--- src/rtl/arb_pkg.sv ---
// Shared definitions for the sample-memory address arbiter.
package arb_pkg;

    typedef enum logic {
        ARB_IDLE = 1'b0,
        ARB_BUSY = 1'b1
    } arb_state_t;

    // Requester slots as wired in the FIR datapath.
    localparam int CH_FIR = 0;
    localparam int CH_AXI = 1;

    // Width of a channel index; at least one bit even for tiny configurations.
    function automatic int ch_w(input int n);
        return (n < 2) ? 1 : $clog2(n);
    endfunction

endpackage

--- src/rtl/arb_pick.sv ---
// Combinational winner select. Fixed priority scans from channel 0;
// round-robin scans from rr_ptr+1 and wraps, so the last owner is checked last.
module arb_pick
    import arb_pkg::*;
#(
    parameter int NUM_CH  = 2,
    parameter bit RR_MODE = 1'b1,
    localparam int CW     = ch_w(NUM_CH)
) (
    input  logic [NUM_CH-1:0] req,
    input  logic [CW-1:0]     rr_ptr,
    output logic [CW-1:0]     winner,
    output logic              found
);

    logic [CW:0] start_v;
    logic [CW:0] idx_v;

    // Scan NUM_CH slots from the start point and keep the first active request.
    always_comb begin
        winner  = '0;
        found   = 1'b0;
        start_v = RR_MODE ? ({1'b0, rr_ptr} + (CW+1)'(1)) : '0;
        if (start_v >= (CW+1)'(NUM_CH)) start_v = start_v - (CW+1)'(NUM_CH);
        idx_v   = '0;
        for (int i = 0; i < NUM_CH; i++) begin
            idx_v = start_v + (CW+1)'(i);
            if (idx_v >= (CW+1)'(NUM_CH)) idx_v = idx_v - (CW+1)'(NUM_CH);
            if (!found && req[idx_v[CW-1:0]]) begin
                found  = 1'b1;
                winner = idx_v[CW-1:0];
            end
        end
    end

endmodule

--- src/rtl/addr_arbiter.sv ---
// Registered N-channel arbiter for the sample RAM address port.
// Owner keeps the port while it requests, yielding after MAX_BURST beats only
// if someone else is waiting. force_en hands the port to force_ch directly.
// Interface contract: req[i] high = one beat wanted this cycle; out_valid high
// = out_addr is a beat to memory; there is no backpressure, every valid cycle
// is consumed.
module addr_arbiter
    import arb_pkg::*;
#(
    parameter int WIDTH     = 13,
    parameter int NUM_CH    = 2,
    parameter bit RR_MODE   = 1'b1,
    parameter int MAX_BURST = 4,
    localparam int CW       = ch_w(NUM_CH)
) (
    input  logic                    clk,
    input  logic                    rst,
    input  logic [NUM_CH-1:0]       req,
    input  logic [NUM_CH*WIDTH-1:0] addr,
    input  logic                    force_en,
    input  logic [CW-1:0]           force_ch,
    output logic [NUM_CH-1:0]       gnt,
    output logic [CW-1:0]           cur_ch,
    output logic [WIDTH-1:0]        out_addr,
    output logic                    out_valid
);

    localparam int BW = (MAX_BURST < 2) ? 1 : $clog2(MAX_BURST);

    arb_state_t        state;
    logic [BW-1:0]     burst_cnt;
    logic [CW-1:0]     rr_ptr;

    logic [WIDTH-1:0]  addr_ch [NUM_CH];
    logic [NUM_CH-1:0] owner_mask;
    logic              owner_req;
    logic              others_req;
    logic              below_limit;
    logic              keep_owner;
    logic              force_hit;
    logic [CW-1:0]     pick_ch;
    logic              pick_found;
    logic              owner_change;

    // An out-of-range forced index behaves as if force were off.
    if ((1 << CW) == NUM_CH) begin : g_force_full
        assign force_hit = force_en;
    end else begin : g_force_part
        assign force_hit = force_en && (force_ch < CW'(NUM_CH));
    end

    // Unflatten the per-channel address bus.
    always_comb begin
        for (int i = 0; i < NUM_CH; i++) addr_ch[i] = addr[i*WIDTH +: WIDTH];
    end

    // Decide whether the current owner holds on or arbitration reruns.
    always_comb begin
        owner_mask   = NUM_CH'(1) << cur_ch;
        owner_req    = req[cur_ch];
        others_req   = |(req & ~owner_mask);
        below_limit  = burst_cnt < BW'(MAX_BURST - 1);
        keep_owner   = (state == ARB_BUSY) && owner_req && (!others_req || below_limit);
        owner_change = (state == ARB_IDLE) || (pick_ch != cur_ch);
    end

    arb_pick #(
        .NUM_CH  (NUM_CH),
        .RR_MODE (RR_MODE)
    ) u_pick (
        .req    (req),
        .rr_ptr (rr_ptr),
        .winner (pick_ch),
        .found  (pick_found)
    );

    // Ownership FSM with registered grant, address and enable.
    always_ff @(posedge clk) begin
        if (rst) begin
            state     <= ARB_IDLE;
            burst_cnt <= '0;
            rr_ptr    <= CW'(NUM_CH - 1);
            gnt       <= '0;
            cur_ch    <= '0;
            out_addr  <= '0;
            out_valid <= 1'b0;
        end else if (force_hit) begin
            state     <= req[force_ch] ? ARB_BUSY : ARB_IDLE;
            burst_cnt <= '0;
            cur_ch    <= force_ch;
            gnt       <= NUM_CH'(1) << force_ch;
            out_valid <= req[force_ch];
            if (req[force_ch]) out_addr <= addr_ch[force_ch];
        end else if (!pick_found) begin
            state     <= ARB_IDLE;
            gnt       <= '0;
            out_valid <= 1'b0;
        end else if (keep_owner) begin
            gnt       <= owner_mask;
            out_valid <= 1'b1;
            out_addr  <= addr_ch[cur_ch];
            if (below_limit) burst_cnt <= burst_cnt + BW'(1);
        end else begin
            state     <= ARB_BUSY;
            cur_ch    <= pick_ch;
            gnt       <= NUM_CH'(1) << pick_ch;
            out_valid <= 1'b1;
            out_addr  <= addr_ch[pick_ch];
            if (owner_change) begin
                burst_cnt <= '0;
                rr_ptr    <= pick_ch;
            end else if (below_limit) begin
                burst_cnt <= burst_cnt + BW'(1);
            end
        end
    end

endmodule

--- config.mk ---
export PLATFORM = sky130hd
export DESIGN_NAME = addr_arbiter
export DESIGN_NICKNAME = d
export VERILOG_FILES = /design/src/rtl/arb_pkg.sv /design/src/rtl/arb_pick.sv /design/src/rtl/addr_arbiter.sv
export SDC_FILE = /design/constraint.sdc
export NUM_CORES = 1
export LEC_CHECK = 0
export CAP_MARGIN = 20
export CORE_MARGIN = 2
export CORE_UTILIZATION = 48
export DETAILED_ROUTE_END_ITERATION = 8
export PLACE_DENSITY = 0.8
export SLEW_MARGIN = 20
export SYNTH_ARGS = -nofsm -noshare
export SYNTH_HDL_FRONTEND = slang
export SYNTH_SLANG_ARGS = --single-unit
export TNS_END_PERCENT = 5
--- constraint.sdc ---
create_clock -name clk -period 1.8 [get_ports clk]
set_input_delay 0.18 -clock clk [delete_from_list [all_inputs] [get_ports clk]]
set_output_delay 0.18 -clock clk [all_outputs]
set_load 0.02 [all_outputs]
==> impl_metrics.py, run 1 <==
metrics = {
    "status": {
        "status": "complete, no violations",
    },
    "drt": {
        "dr.pass1.iters": 4,
        "drc": 0,
        "vias": 2021,
        "drtAntennaViolNets": 0,
        "via_per_inst": 6.01,
        "drt-initial-drc-count": 183,
        "wire_per_inst_um": 14.6,
        "drt_wl_total_um": 4920,
    },
    "clock_tree": {
        "clk_pin_slew_ns": 0.13,
        "cts.path.max_buffers": 2,
        "cts-hold-fix-buffers": 0,
        "post_cts_resized": 0,
        "post_cts_buffers": 0,
        "worstSkewPairLatency_ns": 0.32,
        "cts_tree": "done",
        "cts_sinks": 21,
        "numCtsBuffers": 3,
        "cts-root-buf": "clkbuf_4",
        "ctsHtreeMaxLevel": 1,
    },
    "worst_setup_path": {
        "cp_slowest_cell": "clkdlybuf4s50_1",
        "r2r_slack_ns": 0.35,
        "required_ns": 1.62,
        "cp_max_fo": 6,
        "cp-start-kind": "flip-flop",
        "worstSetupPathType": "flip-flop to output pin",
        "cpPeakStageDelay_ns": 0.65,
        "end_kind": "output pin",
        "critPathTopFamily": "buffers and inverters",
        "crit_chain": "clkdlybuf4s50_1",
        "crit_arrival_ns": 1.42,
        "crit_buf_inv": 1,
    },
    "power_and_ir_drop": {
        "comb_power_share": 0.417,
        "swShare": 0.356,
        "clkPwrFrac": 0.181,
        "ir_drop_mv": 0.278,
        "p_int_uw": 878,
        "powerDensity_mw_per_mm2": 558,
        "finalPower_mw": 1.36,
        "p_leak_nw": 0.892,
        "pwr-share-seq": 0.402,
        "power_switching_uw": 484,
    },
    "synthesis": {
        "syn_area_mm2": 0.00176,
        "syn_nets": 272,
        "ys_ff_latch": 21,
        "syn-mean-instance-area_um2": 7.32,
        "ys_seq_area_frac": 0.239,
        "yosysUniqueCellTypes": 36,
        "yosys_warnings": 0,
        "netlist_instances": 240,
    },
    "floorplanning": {
        "die-area_mm2": 0.00416,
        "fp.dieW_um": 64.5,
        "core_area_mm2": 0.00342,
        "pin_count": 49,
        "num_rows": 21,
        "die_h_um": 64.5,
        "start_util": 0.514,
    },
    "sta": {
        "hold_viol": 0,
        "skew_ns": 0.00975,
        "fmax_mhz": 625,
        "tns_ns": 0,
        "min_period_ns": 1.60,
        "rsz0062_at_grt": "false",
        "setup_viol_count_final": 0,
        "fin_crit_sh": 0.889,
        "max-slew-margin-rel": 0.584,
        "worst_pin_slew_ns": 0.623,
        "layout_setup_ws_ns": 0.200,
        "final_max_slew_viol_count": 0,
    },
    "global_route": {
        "grt_max_degree": 44,
        "grt_antenna_before_repair": 0,
        "grt_overflow_total": 0,
        "grt_pass1_vias": 1892,
        "grt_pass1_wl_um": 8460,
        "grt_usage": 0.251,
    },
    "placement": {
        "dpl_cell_area_mm2": 0.00242,
        "dp_hpwl_um": 3400,
        "dp_cells": 332,
        "place_ws_ns": -0.0445,
        "port-buffer-count": 48,
        "gp_congestion": 0.835,
    },
    "final_layout": {
        "areaGrowthSynthToFinish_pct": 39.0,
        "fill_cells": 285,
        "finalInstanceArea_mm2": 0.00244,
        "seq_area_um2": 420,
        "fin_nets": 323,
        "drive_gt1_frac": 0.134,
        "multi_input_area_mm2": 0.00120,
        "instances_no_fill": 336,
        "n_antenna_cell": 0,
    },
    "flow_run": {
        "drv_cap": 0,
    },
    "worst_hold_path": {
        "hold_class": "primary input to flip-flop",
    },
}
-- cells by family (layout without fill, tap and decap cells) --
group           after synthesis  after routing  share of synthesized area
compound gates               72             72                      0.315
buf+inv                      30             80                     0.0755
simple gates                115            115                      0.358
mux                           2              2                     0.0121
flops                        21             21                      0.239
-- layout by cell type, fill, tap and decap left out, drive strengths merged --
cell / n
a31oi: 1
nor2: 18
nor2b: 27
a32o: 1
nand4: 12
a211o: 1
nand2b: 2
buf: 23
mux2i: 1
nor4b: 12
dfxtp: 21
o221a: 1
o21a: 1
clkinv: 1
mux2: 1
a21bo: 1
nand2: 18
a211oi: 14
o221ai: 1
a21boi: 3
a21oi: 2
nand3b: 1
o2111ai: 12
o41a: 1
a2111oi: 1
a221oi: 1
clkdlybuf4s50: 48
o311a: 2
clkbuf: 4
inv: 4
a22o: 1
nand3: 25
o21ai: 28
-- routing by layer --
layer	global-route usage	share of wire	vias up
met5	0	0	-
met4	0.0931	0.017	0
met3	0.0243	0.052	9
met2	0.428	0.49	75
met1	0.329	0.45	935
li1	-	-	1002
-- Yosys cell counts --
cell | number | area (um^2)
a2111oi_0 | 1 | 8.76
a211o_1 | 1 | 8.76
a211oi_1 | 6 | 45.0
a211oi_2 | 8 | 100
a21bo_2 | 1 | 10.0
a21boi_0 | 2 | 15.0
a21boi_2 | 1 | 11.3
a21oi_1 | 2 | 10.0
a221oi_2 | 1 | 15.0
a22o_1 | 1 | 8.76
a31oi_1 | 1 | 6.26
a32o_1 | 1 | 10.0
buf_2 | 7 | 35.0
buf_4 | 1 | 7.51
buf_6 | 1 | 11.3
clkbuf_1 | 16 | 60.1
clkinv_1 | 1 | 3.75
dfxtp_1 | 21 | 420
inv_1 | 4 | 15.0
mux2_2 | 1 | 11.3
mux2i_1 | 1 | 10.0
nand2_1 | 18 | 67.6
nand2b_1 | 2 | 12.5
nand3_1 | 25 | 125
nand3b_1 | 1 | 7.51
nand4_1 | 12 | 75.1
nor2_1 | 18 | 67.6
nor2b_1 | 27 | 169
nor4b_1 | 12 | 105
o2111ai_1 | 12 | 105
o21a_1 | 1 | 7.51
o21ai_0 | 28 | 140
o221a_2 | 1 | 11.3
o221ai_1 | 1 | 8.76
o311a_1 | 2 | 20.0
o41a_1 | 1 | 11.3
-- power by group through the flow --
stage / Clock, mW / Sequential (mW) / Combinational (mW)
after global placement: 0 / 0.556 / 0.557
after CTS: 0.244 / 0.547 / 0.567
after detailed placement: 0 / 0.557 / 0.564
final: 0.247 / 0.548 / 0.567
after floorplan: 0 / 0.601 / 0.261
after global routing: 0.266 / 0.553 / 0.620
-- flip-flops by register name (all words and copies together), names as in the netlist --
name / count
out_addr: 13
burst_cnt: 2
gnt: 2
cur_ch: 1
out_valid: 1
rr_ptr: 1
state: 1
-- path summary, 6_finish.rpt --
path              cells past startpoint      endpoint          from
hold reg to reg                       1  burst_cnt[0]  burst_cnt[0]
hold / removal                        3  out_addr[11]      addr[11]
setup / recovery                      1        cur_ch        cur_ch
setup reg to reg                      4   out_addr[9]         state
-- metrics by stage --
step                      hold WS [ns]  utilization
after CTS                        0.465        0.715
after floorplan                  0.344            -
after detailed placement         0.611        0.707
final                            0.462        0.715
after global routing             0.500        0.715
after global placement           0.593        0.707
-- layout make-up --
type / instances / share of cell area
inverters: 5 / 0.00768
clock buffers: 4 / 0.0108
flip-flops and latches: 21 / 0.172
multi-input cells: 189 / 0.493
well taps: 46 / 0.0236
repair buffers: 71 / 0.293
-- worst register-to-register path, cell delays in order, from the launching register on --
cell and delay (ns):
dfxtp_1 0.38, a21boi_2 0.26, mux2_2 0.51, nand4_1 0.14, nand3_1 0.07
No activity file was read; power rests on OpenSTA's default activity.
==> run 2: changes to the inputs <==
--- a/config.mk
+++ b/config.mk
@@ -10,7 +10,6 @@
 export CORE_UTILIZATION = 48
 export DETAILED_ROUTE_END_ITERATION = 8
 export PLACE_DENSITY = 0.8
-export SLEW_MARGIN = 20
 export SYNTH_ARGS = -nofsm -noshare
 export SYNTH_HDL_FRONTEND = slang
 export SYNTH_SLANG_ARGS = --single-unit
==> results of run 2 <==
Final layout, timing and power as in run 1 (identical DEF).
